==> config.mk <==
export PLATFORM = sky130hd
export DESIGN_NAME = adder_share_arbiter_flat
export DESIGN_NICKNAME = d
export VERILOG_FILES = /design/src/rtl/adder_share_arbiter_pkg.sv /design/src/rtl/adder_share_arbiter_if.sv /design/src/rtl/adder_share_arbiter_rr.sv /design/src/rtl/prefix_adder_32bit.sv /design/src/rtl/adder_share_arbiter.sv /design/src/flat_wrapper.sv
export SDC_FILE = /design/constraint.sdc
export NUM_CORES = 1
export LEC_CHECK = 0
export ABC_CLOCK_PERIOD_IN_PS = 3710
export CAP_MARGIN = 5
export CORE_UTILIZATION = 47
export DETAILED_ROUTE_END_ITERATION = 7
export PLACE_DENSITY = 0.82
export SLEW_MARGIN = 25
export SYNTH_ARGS = -nofsm -noshare
export SYNTH_HDL_FRONTEND = slang
export SYNTH_SLANG_ARGS = --single-unit
export TNS_END_PERCENT = 50
==> constraint.sdc <==
create_clock -name clk -period 3.71 [get_ports clk]
set_input_delay 0.371 -clock clk [delete_from_list [all_inputs] [get_ports clk]]
set_output_delay 0.371 -clock clk [all_outputs]
set_load 0.01 [all_outputs]
==> src/rtl/adder_share_arbiter_pkg.sv <==
// adder_share_pkg: shared types and constants for the adder sharing arbiter
package adder_share_pkg;
  localparam int ADD_W = 32;
  typedef enum logic [1:0] {IDLE, EXEC, RESP} state_t;
  typedef struct packed {
    logic [ADD_W-1:0] a;
    logic [ADD_W-1:0] b;
    logic cin;
  } add_op_t;
endpackage

==> src/rtl/adder_share_arbiter_if.sv <==
// adder_share_arbiter_if: request and response channels of the shared adder
interface adder_share_arbiter_if #(parameter int N_REQ = 4, parameter int WIDTH = 32);
  localparam int ID_W = $clog2(N_REQ);
  logic [N_REQ-1:0] req_valid;
  logic [N_REQ-1:0] req_ready;
  logic [N_REQ*WIDTH-1:0] req_a;
  logic [N_REQ*WIDTH-1:0] req_b;
  logic [N_REQ-1:0] req_cin;
  logic rsp_valid;
  logic rsp_ready;
  logic [ID_W-1:0] rsp_id;
  logic [WIDTH-1:0] rsp_sum;
  logic rsp_cout;
  modport master (
    output req_valid, req_a, req_b, req_cin, rsp_ready,
    input req_ready, rsp_valid, rsp_id, rsp_sum, rsp_cout
  );
  modport slave (
    input req_valid, req_a, req_b, req_cin, rsp_ready,
    output req_ready, rsp_valid, rsp_id, rsp_sum, rsp_cout
  );
endinterface

==> src/rtl/adder_share_arbiter_rr.sv <==
// rr_arbiter: combinational round-robin pick starting one past ptr
module rr_arbiter #(
  parameter int N = 4,
  parameter int IW = $clog2(N)
) (
  input logic [N-1:0] req,
  input logic [IW-1:0] ptr,
  output logic [N-1:0] grant,
  output logic [IW-1:0] grant_idx
);
  // scan from lowest to highest priority so the last hit is the winner
  always_comb begin
    grant = '0;
    grant_idx = '0;
    for (int k = N; k >= 1; k--) begin
      if (req[(int'(ptr) + k) % N]) begin
        grant = {{(N-1){1'b0}}, 1'b1} << ((int'(ptr) + k) % N);
        grant_idx = IW'((int'(ptr) + k) % N);
      end
    end
  end
endmodule

==> src/rtl/prefix_adder_32bit.sv <==
// prefix_adder_32bit: Kogge-Stone adder with carry-in folded into bit 0
module prefix_adder_32bit (
  input logic cin,
  input logic [31:0] a,
  input logic [31:0] b,
  output logic [31:0] y,
  output logic cout
);
  logic [5:0][31:0] g;
  logic [4:0][31:0] p;
  logic unused_p;
  assign p[0] = a ^ b;
  assign g[0] = (a & b) | {31'b0, p[0][0] & cin};
  for (genvar l = 0; l < 5; l++) begin : g_lvl
    for (genvar i = 0; i < 32; i++) begin : g_bit
      if (i >= (1 << l)) begin : g_op
        assign g[l+1][i] = g[l][i] | (p[l][i] & g[l][i-(1<<l)]);
        if (l < 4) begin : g_p
          assign p[l+1][i] = p[l][i] & p[l][i-(1<<l)];
        end
      end else begin : g_pass
        assign g[l+1][i] = g[l][i];
        if (l < 4) begin : g_p
          assign p[l+1][i] = p[l][i];
        end
      end
    end
  end
  // low group-propagates of the last level are resolved already
  assign unused_p = ^p[4][15:0];
  assign y = p[0] ^ {g[5][30:0], cin};
  assign cout = g[5][31];
endmodule

==> src/rtl/adder_share_arbiter.sv <==
// adder_share_arbiter: round-robin sharing of one 32-bit prefix adder among N_REQ requesters
module adder_share_arbiter
  import adder_share_pkg::*;
#(
  parameter int N_REQ = 4,
  parameter int WIDTH = 32
) (
  input logic clk,
  input logic rst,
  adder_share_arbiter_if.slave bus
);
  localparam int ID_W = $clog2(N_REQ);
  if (WIDTH != ADD_W) begin : g_bad_width
    $error("adder_share_arbiter: WIDTH must equal the adder width");
  end
  if (N_REQ < 2 || N_REQ > 16) begin : g_bad_nreq
    $error("adder_share_arbiter: N_REQ must be 2..16");
  end
  state_t state, nxt;
  add_op_t op;
  logic [ID_W-1:0] rr_ptr, gidx, op_id, res_id;
  logic [N_REQ-1:0] grant;
  logic [ADD_W-1:0] y, res_sum;
  logic cout, res_cout, win, xfer;
  rr_arbiter #(.N(N_REQ), .IW(ID_W)) u_arb (
    .req(bus.req_valid), .ptr(rr_ptr), .grant(grant), .grant_idx(gidx)
  );
  prefix_adder_32bit u_add (.cin(op.cin), .a(op.a), .b(op.b), .y(y), .cout(cout));
  // a new op may enter while the previous response is being consumed
  always_comb begin
    win = !rst && (state == IDLE || (state == RESP && bus.rsp_ready));
    xfer = win && |bus.req_valid;
    bus.req_ready = win ? grant : '0;
    bus.rsp_valid = state == RESP;
    nxt = state == EXEC ? RESP : (state == RESP && !bus.rsp_ready) ? RESP : xfer ? EXEC : IDLE;
  end
  always_ff @(posedge clk or posedge rst) begin
    if (rst) begin
      state <= IDLE;
      rr_ptr <= ID_W'(N_REQ - 1);
      op <= '0;
      op_id <= '0;
      res_id <= '0;
      res_sum <= '0;
      res_cout <= 1'b0;
    end else begin
      state <= nxt;
      if (xfer) begin
        rr_ptr <= gidx;
        op_id <= gidx;
        op <= {bus.req_a[int'(gidx)*WIDTH +: WIDTH], bus.req_b[int'(gidx)*WIDTH +: WIDTH], bus.req_cin[gidx]};
      end
      if (state == EXEC) begin
        res_id <= op_id;
        res_sum <= y;
        res_cout <= cout;
      end
    end
  end
  assign bus.rsp_id = res_id;
  assign bus.rsp_sum = res_sum;
  assign bus.rsp_cout = res_cout;
endmodule

==> src/flat_wrapper.sv <==
// flat-port wrapper written by rule: the top's interface ports become plain ports
module adder_share_arbiter_flat import adder_share_pkg::*;
#(
  parameter int N_REQ = 4,
  parameter int WIDTH = 32
)
  (clk, rst, bus_req_valid, bus_req_a, bus_req_b, bus_req_cin, bus_rsp_ready, bus_req_ready, bus_rsp_valid, bus_rsp_id, bus_rsp_sum, bus_rsp_cout);
  adder_share_arbiter_if #(.N_REQ(N_REQ), .WIDTH(WIDTH)) bus_i ();
  input logic clk;
  input logic rst;
  input wire logic [$bits(bus_i.req_valid)-1:0] bus_req_valid;
  input wire logic [$bits(bus_i.req_a)-1:0] bus_req_a;
  input wire logic [$bits(bus_i.req_b)-1:0] bus_req_b;
  input wire logic [$bits(bus_i.req_cin)-1:0] bus_req_cin;
  input wire logic [$bits(bus_i.rsp_ready)-1:0] bus_rsp_ready;
  output wire logic [$bits(bus_i.req_ready)-1:0] bus_req_ready;
  output wire logic [$bits(bus_i.rsp_valid)-1:0] bus_rsp_valid;
  output wire logic [$bits(bus_i.rsp_id)-1:0] bus_rsp_id;
  output wire logic [$bits(bus_i.rsp_sum)-1:0] bus_rsp_sum;
  output wire logic [$bits(bus_i.rsp_cout)-1:0] bus_rsp_cout;
  assign bus_i.req_valid = bus_req_valid;
  assign bus_i.req_a = bus_req_a;
  assign bus_i.req_b = bus_req_b;
  assign bus_i.req_cin = bus_req_cin;
  assign bus_i.rsp_ready = bus_rsp_ready;
  assign bus_req_ready = bus_i.req_ready;
  assign bus_rsp_valid = bus_i.rsp_valid;
  assign bus_rsp_id = bus_i.rsp_id;
  assign bus_rsp_sum = bus_i.rsp_sum;
  assign bus_rsp_cout = bus_i.rsp_cout;
  adder_share_arbiter #(.N_REQ(N_REQ), .WIDTH(WIDTH)) u_core (.clk(clk), .rst(rst), .bus(bus_i));
endmodule
* Word-level counts from Yosys, hierarchy flattened *
Index checks and enable logic that the tools add are counted.

storage, ports and cells
  bits in registers = 106
  bits in latches = 0
  bits in writable memories = 0
  memory bits (read-only) = 0
  input port bits = 267
  output and inout port bits = 40
  logic and storage cells = 430
  memories = 0

cells by class
  add/subtract/negate cells = 4
  multipliers = 0
  div/mod/pow operators = 0
  magnitude comparators = 5
  equal/unequal tests = 2
  shift operators = 6
  muxes and demuxes = 26
  bitwise logic cells = 365
  reductions and logical operators = 13

operators by type and width
  cell                    count
  $shiftx A128 B8 Y32     2
  $and A1 B1 Y1           228
  $or A1 B1 Y1            129
  $shl A1 B32 Y4 const A  4
  $xor A32 B32 Y32        2
  $and A32 B32 Y32        1
  $or A32 B1 Y32          1
  $mux W4                 5
  $lt A3 B4 Y1 const B    4
  $mux W2                 6
  $bmux W1 S2             5
  $mux W1                 10
  $reduce_or A2 Y1        4
  $add A2 B1 Y2 const B   2
  $add A2 B2 Y2 const B   2
  $and A1 B1 Y1 const A   4
  $logic_and A1 B1 Y1     4
  $reduce_or A4 Y1        1
  $lt A2 B3 Y1 const B    1
  $eq A2 B1 Y1 const B    1
  $eq A2 B2 Y1 const B    1
  $logic_not A1 Y1        2
  $logic_not A2 Y1        1
  $logic_or A1 B1 Y1      1

* Logic depth before layout (Yosys ltp) *
Gate-level depths: netlist of the first run.

  word-level depth = 13
  depth in mapped cells = 13

* By module *
From an unflattened synthesis of the first run, not the netlist that was laid out.

second synthesis, totals
  cell total of the unflattened synthesis = 585
  area total of the unflattened synthesis = 7732.4 sq um

modules (own cells, without submodules)
  module               times used  cells an instance  area an instance (sq um)  sequential area each (sq um)
  adder_share_arbiter  1           314                5715.5                    2655.0
  prefix_adder_32bit   1           214                1591.5                    0.0
  rr_arbiter           1           57                 425.4                     0.0

* Worst setup path before layout of the first run *
No wires, ideal clock.

  path kind = flip-flop to output port
  start = register u_core.rr_ptr[0]
  end = output port bus_req_ready[0]
  arrival = 2.600 ns
  data required time = 3.339 ns
  setup slack = 0.739 ns
  cell stages (with the launch flop) = 9
  path buffers = 1
  cells stage by stage = dfstp_2 -> buf_2 -> inv_1 -> ha_1 -> mux4_2 -> a211oi_2 -> a221oi_1 -> a211o_1 -> a21oi_1

on the way
  word-level cells in the longest chain between the ends = 9
  elaborated cells between the ends (all ways) = 33

ends and longest elaborated chain
  what                                                                    line                                                        source
  start, declared                                                         adder_share_arbiter.sv:21                                   logic [ID_W-1:0] rr_ptr, gidx, op_id, res_id;
  start signal, assigned                                                  adder_share_arbiter.sv:40                                   rr_ptr <= ID_W'(N_REQ - 1);
  start signal, assigned                                                  adder_share_arbiter.sv:49                                   rr_ptr <= gidx;
  $add A2 B1 Y2                                                           adder_share_arbiter_rr.sv:16, adder_share_arbiter_rr.sv:17
  $bmux W1 S2 / $reduce_or A2 Y1 (equally long branches)                  -
  $mux W1 (implied by the code) / $and A1 B1 Y1 (equally long branches)   -
  $mux W1 (implied by the code) / $shl A1 B32 Y4 (equally long branches)  adder_share_arbiter_rr.sv:16, adder_share_arbiter_rr.sv:17
  $mux W4 (3 in a row)                                                    adder_share_arbiter_rr.sv:16                                if (req[(int'(ptr) + k) % N]) begin
  $mux W4 *                                                               adder_share_arbiter_rr.sv:16
  $mux W4 *                                                               adder_share_arbiter.sv:33                                   bus.req_ready = win ? grant : '0;
  end, declared                                                           flat_wrapper.sv:16                                          output wire logic [$bits(bus_i.req_ready)-1:0] bus_req_ready;

Mark *: on every way between the ends. The rest lies on a longest branch, timed or not. The select of a mux whose other input is x is not followed.

* Worst setup path in the final report of the first run *
  start = register u_core.op[33] (netlist name)
  end = register u_core.res_sum[26] (netlist: u_core.bus.rsp_sum[26])

on the way
  word-level cells in the longest chain between the ends = 10
  elaborated cells between the ends (all ways) = 11

ends and longest elaborated chain
  what                    line                       source
  start, declared         adder_share_arbiter.sv:20  add_op_t op;
  start signal, assigned  adder_share_arbiter.sv:51  op <= {bus.req_a[int'(gidx)*WIDTH +: WIDTH], bus.req_b[int'(gidx)*WIDTH +: WIDTH], bus.req_cin[gidx]};
  $xor A32 B32 Y32        prefix_adder_32bit.sv:12   assign p[0] = a ^ b;
  $and A1 B1 Y1           prefix_adder_32bit.sv:13   assign g[0] = (a & b) | {31'b0, p[0][0] & cin};
  $or A32 B1 Y32 *        prefix_adder_32bit.sv:13
  $and A1 B1 Y1 *         prefix_adder_32bit.sv:17   assign g[l+1][i] = g[l][i] | (p[l][i] & g[l][i-(1<<l)]);
  $or A1 B1 Y1 *          prefix_adder_32bit.sv:17
  $and A1 B1 Y1 *         prefix_adder_32bit.sv:17
  $or A1 B1 Y1 *          prefix_adder_32bit.sv:17
  $and A1 B1 Y1 *         prefix_adder_32bit.sv:17
  $or A1 B1 Y1 *          prefix_adder_32bit.sv:17
  $xor A32 B32 Y32 *      prefix_adder_32bit.sv:31   assign y = p[0] ^ {g[5][30:0], cin};
  end signal, assigned    adder_share_arbiter.sv:55  res_sum <= y;
  end, declared           adder_share_arbiter.sv:23  logic [ADD_W-1:0] y, res_sum;

Mark *: on every way between the ends. The rest lies on a longest branch, timed or not.
A chain may end at the register's enable or synchronous reset.

==> metrics.md, run 1 <==
| Metric | Value |
|---|---|
| Worst r2r src | u_core.op[33] |
| IO buf count | 306 |
| Clock transition at the registers of the reported paths | 70 ps |
| Worst Hold Depth | 2 |
| Initial antenna violation count | 1 |
| Post-synthesis cell area | 0.009015 mm^2 |
| Post-Place Cell Area | 0.01215 mm^2 |
| Met2 Resource Use GR | 52.63% |
| Max-cap violations | 0 |
| Syn Area/Cell | 8.812 um^2 |
| Hold Path Origin | u_core.bus.rsp_sum[1] |
| Final worst path period share | 95.26% |
| DRC | 0 |
| Final nets | 1597 |
| Pin count of the biggest net entering global routing | 67 |
| Crit path cell chain | fa_1 -> fa_1 -> a21oi_1 -> o211ai_1 -> a21oi_1 -> o211ai_1 -> a221oi_4 -> o221ai_1 -> xnor2_1 -> o21ai_1 |
| Drt initial violations | 499 |
| Die width | 140.5 um |
| Power per cell area | 945.1 mW/mm^2 |
| P&R area growth vs syn | 38.90% |
| Final Instance Area | 0.01252 mm^2 |
| Max incr delay on CP | 470 ps |
| Vias | 9245 |
| First-pass GRT wire length | 48.63 mm |
| Synth top area share | 28.87% |
| Upper clock frequency limit | 283.0 MHz |
| Count of final hold-check violations | 0 |
| Met1 Track Usage GR | 41.06% |
| RePlAce Congestion | 0.9173 |
| DRT Pass-1 Iters | 5 |
| Worst Setup Slack post-DPL | 175.0 ps |
| Met3 usage | 4.410% |
| Post-Route WL | 30.27 mm |
| Root buf cell | clkbuf_16 |
| Sequential share of the synthesized area | 29.45% |
| Top Ports | 307 |
| Ys Warns | 0 |
| TritonCTS clock tree | done |
| FILL cells | 1551 |
| Hold Crit Class | register to register |
| Total CTS buffers | 9 |
| Commonest non-fill, non-tap cells in the layout | clkdlybuf4s50_1, nand2_1, dfrtp_1 |
| Skew final | 6.067 ps |
| Vias in the first global route | 9097 |
| Final Slew Violations | 0 |
| Outcome | complete, no violations |
| Max VDD drop | 0.6415 mV |
| Post-synth EDFFs | 0 |
| Gr usage total | 31.11% |
| Crit-path max FO | 5 |
| Arrival time at the worst endpoint | 3770 ps |
| Core area | 0.01877 mm^2 |
| Synth Net Count | 1330 |
| Initial Utilization | 48.03% |
| Gr ovfl total | 0 |
| Worst Tran Pin Value | 1018 ps |
| Die ar. | 0.01974 mm^2 |
| Type of destination of the critical path | register |
| Max-slew headroom | 32.01% |
| LEAKAGE | 0.005348 uW |
| Reg2Reg Depth | 10 |
| Synth unique cells | 63 |
| DR vias/cell | 6.042 |
| Ys flop type | dfrtp_1 |
| CP startpoint | u_core.op[33] |
| Core Util, Final | 66.72% |
| Setup ws final | 175.8 ps |
| Busiest grt layer | met2 |
| Synth top area cells | dfrtp_1, a221oi_2, nand2_1, mux2i_1, o211a_1 |
| Crit path launch type | register |
| CTS Buffer Depth | 2 |
| Unrepaired setup endpoints after global routing | yes |
| Asr flop ratio synth | 100.0% |
| Leading cell type in the layout, fill and taps excluded | clkdlybuf4s50_1 |
| Post-Synthesis Cells | 1023 |
| CTS sink count | 106 |
| Clock period minus final worst setup slack | 3534 ps |
| WL/cell | 19.78 um |
| Layout cells sized above 1 | 9.035% |
| Post-route setup TNS | 0 ps |
| Cell taking the most area after synthesis | dfrtp_1 |
| Slowest stage cell, crit path | fa_1 |
| Row cnt | 50 |
| WP data required | 3940 ps |
| Final setup fails | 0 |
| Final ANT Viol Nets | 0 |
| Seq cells post-synth | 106 |
| CTS H-tree lvls | 3 |
| Detail Placement HPWL | 22.12 mm |
| Crit Path Category | register to register |
| Chip Height | 140.5 um |
| Later-pin clock latency in the skew report | 360 ps |
-- flip-flops by register name (all words and copies together) (netlist names) --
signal / cells
u_core.rr_ptr: 2
u_core.bus.rsp_sum: 32
u_core.state: 2
u_core.op: 65
u_core.bus.rsp_cout: 1
u_core.bus.rsp_id: 2
u_core.op_id: 2
-- final cells by class --
type                            instances  area [um^2]  area share (%)
Multi-Input combinational cell        814         5802           46.33
Timing Repair Buffer                  336         3364           26.87
Sequential cell                       106         2659           21.23
Tap cell                              234        292.8           2.338
Clock buffer                           12        236.5           1.888
Inverter                               23        88.84          0.7094
Clock inverter                          4        76.32          0.6095
Antenna cell                            1        2.502         0.01998
-- power by group --
group | total [uW] | internal, uW | leakage, uW | switching [uW]
Sequential | 2190 | 1750 | 0.00122 | 441
Combinational | 8600 | 3650 | 0.00398 | 4940
Clock | 1050 | 595 | 0.000147 | 454
Total | 11800 | 5990 | 0.00535 | 5840
-- worst max-delay path: cells and delay by family (launching register included) --
family	cells	cell delay (ps)
flops	1	450
compound gates	7	1830
xor+xnor	1	190
fa+ha+maj	2	930
-- through the flow --
step,total power [uW],hold slack [ps],cells
after global placement,10450,455.1,1511
after global routing,12760,496.4,1530
after detailed placement,10600,455.8,1511
after floorplan,8423,438.6,1023
final,11840,478.2,1530
after CTS,11720,475.7,1527
-- repair_timing --
| action | in CTS | in global routing |
|---|---|---|
| hold buffers | 0 | 0 |
| setup endpoints to repair | 4 | 9 |
| pin swaps | 0 | 1 |
| buffers inserted | 0 | 2 |
| resized for setup | 1 | 7 |
| hold endpoints to repair | 0 | 0 |
-- metal layers --
metal,vias up,part of all wire (%),wire [um]
li1,4382,-,-
met1,4456,43,12960
met2,366,49,14820
met3,41,5.8,1765
met4,0,2.4,726
met5,-,0,0
-- kinds of logic after synthesis --
logic type                 after synthesis  share of synthesized area (%)
AOI/OAI and AO/OA                      352                          31.98
xor gates and xnor gates                25                          2.429
adders and majority gates               40                          5.718
buffers and inverters                  103                          6.856
DFF                                    106                          29.45
muxes                                   68                          7.828
and+or+nand+nor                        329                          15.74
-- synthesized netlist by cell type, types with 15 or more instances --
cell type	count
a221oi_2	51
o21ai_1	74
dfrtp_1	104
o21ai_0	40
a21oi_1	37
nor2_1	20
a221oi_1	20
mux2i_1	66
xnor2_1	15
ha_1	38
nand3_1	75
clkbuf_1	35
o211a_1	65
inv_1	22
nand2_1	200
-- worst paths after layout --
check / end / slack, ps
worst max-delay path: u_core.bus.rsp_sum[26] / 180
worst min-delay path: u_core.bus.rsp_sum[1] / 480
worst max register to register: u_core.bus.rsp_sum[26] / 180
worst min register to register: u_core.bus.rsp_sum[1] / 480
max in group asynchronous: u_core.op[1] / 2260
min in group asynchronous: u_core.state[1] / 520
(Power assumes the default switching activity.)
==> run 2, diff against run 1 <==
Settings changed: PLACE_DENSITY 0.82 to 0.92, SLEW_MARGIN 25 to not set.
==> metrics.md, run 2 (synthesis gave the netlist of run 1 again) <==
| Metric | Value |
|---|---|
| Outcome | complete, no violations |
| Commonest non-fill, non-tap cells in the layout | clkdlybuf4s50_1, nand2_1, dfrtp_1 |
| Sw Share | 50.31% (+0.96 points) |
| Final setup fails | 0 (unchanged) |
| Chip Height | 140.5 um (unchanged) |
| Drt initial violations | 765 (+53%) |
| Gr ovfl total | 0 (unchanged) |
| Met2 Resource Use GR | 53.32% (+0.68 points) |
| DR vias/cell | 6.134 (+1.5%) |
| DRT Pass-1 Iters | 7 (+2) |
| Clock power share | 8.4% (-0.5 points) |
| Total CTS buffers | 9 (unchanged) |
| WP data required | 3340 ps (-600 ps) |
| CTS sink count | 106 (unchanged) |
| Row cnt | 50 (unchanged) |
| Worst Tran Pin Value | 1050 ps (+32.85 ps) |
| Skew final | 7.126 ps (+1.059 ps) |
| FILL cells | 1483 (-4.4%) |
| IO buf count | 306 (unchanged) |
| P&R area growth vs syn | 37.96% |
| CP startpoint | u_core.rr_ptr[1] |
| Hold Crit Class | register to register |
| NetSw | 5927 uW (+1.5%) |
| Final nets | 1589 (-0.50%) |
| TritonCTS clock tree | done |
| Detail Placement HPWL | 22.22 mm (+0.44%) |
| Root buf cell | clkbuf_16 |
| Reg2reg end | u_core.op[53] |
| Clock period minus final worst setup slack | 3657 ps (+123.1 ps) |
| Pint | 5854 uW (-2.3%) |
| Met1 Track Usage GR | 39.61% (-1.5 points) |
| Register share of total power | 18.4% (about the same) |
| Most flops, register | u_core.op |
| Unrepaired setup endpoints after global routing | yes |
| Post-Route WL | 30.70 mm (+1.4%) |
| Initial antenna violation count | 0 (-1) |
| Vias | 9330 (+0.92%) |
| Count of final hold-check violations | 0 (unchanged) |
| Die ar. | 0.01974 mm^2 (unchanged) |
| Worst hold slack | 479.8 ps (+1.628 ps) |
| Arrival time at the worst endpoint | 3290 ps (-480 ps) |
| LEAKAGE | 0.005267 uW (-1.5%) |
| Crit Path Category | register to output pin |
| Type of destination of the critical path | output pin |
| Layout cells sized above 1 | 8.625% (-0.41 points) |
| Core area | 0.01877 mm^2 (unchanged) |
| Max reg flops | 65 (unchanged) |
| Area taken by multi-input logic gates | 0.005818 mm^2 (+0.28%) |
| Later-pin clock latency in the skew report | 360 ps (about the same) |
| # diodes | 0 (-1) |
| Hold Path Origin | u_core.bus.rsp_sum[3] |
| Pin count of the biggest net entering global routing | 67 (unchanged) |
| Gr usage total | 31.39% (+0.27 points) |
| Register Area | 0.002655 mm^2 (-0.14%) |
| Initial Utilization | 48.03% (unchanged) |
| Crit path launch type | register |
| Top Ports | 307 (unchanged) |
| Final ANT Viol Nets | 0 (unchanged) |
| CTS Buffer Depth | 2 (unchanged) |
| Setup crit end | bus_req_ready[2] |
| WL/cell | 20.19 um (+2.0%) |
| Max-slew headroom | 29.97% (-2.0 points) |
| Final Slew Violations | 0 (unchanged) |
| RePlAce Congestion | 0.9035 (-1.5%) |
| Comb pwr share | 73.2% (+0.6 points) |
| Max VDD drop | 0.8371 mV (+31%) |
| DRC | 0 (unchanged) |
| Leading cell type in the layout, fill and taps excluded | clkdlybuf4s50_1 |
| Die width | 140.5 um (unchanged) |
| Crit-path max FO | 10 (+5) |
| Power per cell area | 947.3 mW/mm^2 (+0.23%) |
| Reg2Reg Depth | 12 (+2) |
| Upper clock frequency limit | 273.4 MHz (-3.4%) |
| CTS H-tree lvls | 3 (unchanged) |
| Final worst path period share | 98.58% (+3.3 points) |
| Core Util, Final | 66.27% (-0.45 points) |
| Met3 usage | 6.325% (+1.9 points) |
| Max-cap violations | 0 (unchanged) |
| Clock transition at the registers of the reported paths | 80 ps (about the same) |
| Worst r2r src | u_core.rr_ptr[1] |
| Busiest grt layer | met2 |
| Vias in the first global route | 9260 (+1.8%) |
| R2r setup slk | 240 ps (+60 ps) |
| First-pass GRT wire length | 48.71 mm (+0.16%) |
-- run 2: worst max-delay path, stage by stage, from the launching register on --
cell             delay (ps)
dfstp_2                 640
inv_2                   110
ha_4                    310
mux4_2                  340
a211oi_4                290
a221oi_1                160
a211o_1                 290
a21oi_1                 210
clkdlybuf4s50_1         570
-- run 2: power by group through the flow --
stage	sequential [uW]	clock (uW)	combinational, uW
final	2170	988	8620
after global routing	2230	1050	9390
after CTS	2160	998	8450
after detailed placement	2170	0	8350
after global placement	2150	0	8140
after floorplan	2130	0	6300
-- run 2: final cells by class --
cell class,instances,area share (%)
multi-input combinational,815,46.78
clock inverter,6,0.5231
inverter,23,0.7143
timing repair buffer,327,26.44
tap,234,2.354
sequential,106,21.35
clock buffer,10,1.841
-- run 2: timing repair --
| item | in CTS | in global routing |
|---|---|---|
| setup endpoints to repair | 4 | 39 |
| hold buffers | 0 | 0 |
| setup buffers | 1 | 0 |
| gates resized for setup | 2 | 4 |
| cloned | 0 | 1 |
-- run 2: how the worst min path moves through the flow --
stage                                  to  slack (ps)  cells past startpoint
global placement    u_core.bus.rsp_sum[0]         460                      2
detailed placement  u_core.bus.rsp_sum[3]         460                      2
global route        u_core.bus.rsp_sum[3]         500                      2
finish              u_core.bus.rsp_sum[3]         480                      2
CTS                 u_core.bus.rsp_sum[3]         480                      2
floorplan            u_core.bus.rsp_id[0]         440                      2
-- run 2: stage by stage --
step	area, um^2	worst slack, ps	setup TNS (ps)	power [uW]	instances
floorplan	9015	553.4	0	8423	1023
global placement	12090	210.7	0	10290	1503
detailed placement	12090	54.14	0	10530	1503
CTS	12410	12.69	0	11600	1520
global route	12440	-60.54	-103.4	12670	1521
finish	12440	52.74	0	11780	1521
-- run 2: routing by layer --
metal / part of all wire (%) / wire, um
met5: 0 / 0
met2: 48 / 14850
met4: 3.2 / 970
met1: 41 / 12610
met3: 7.4 / 2273
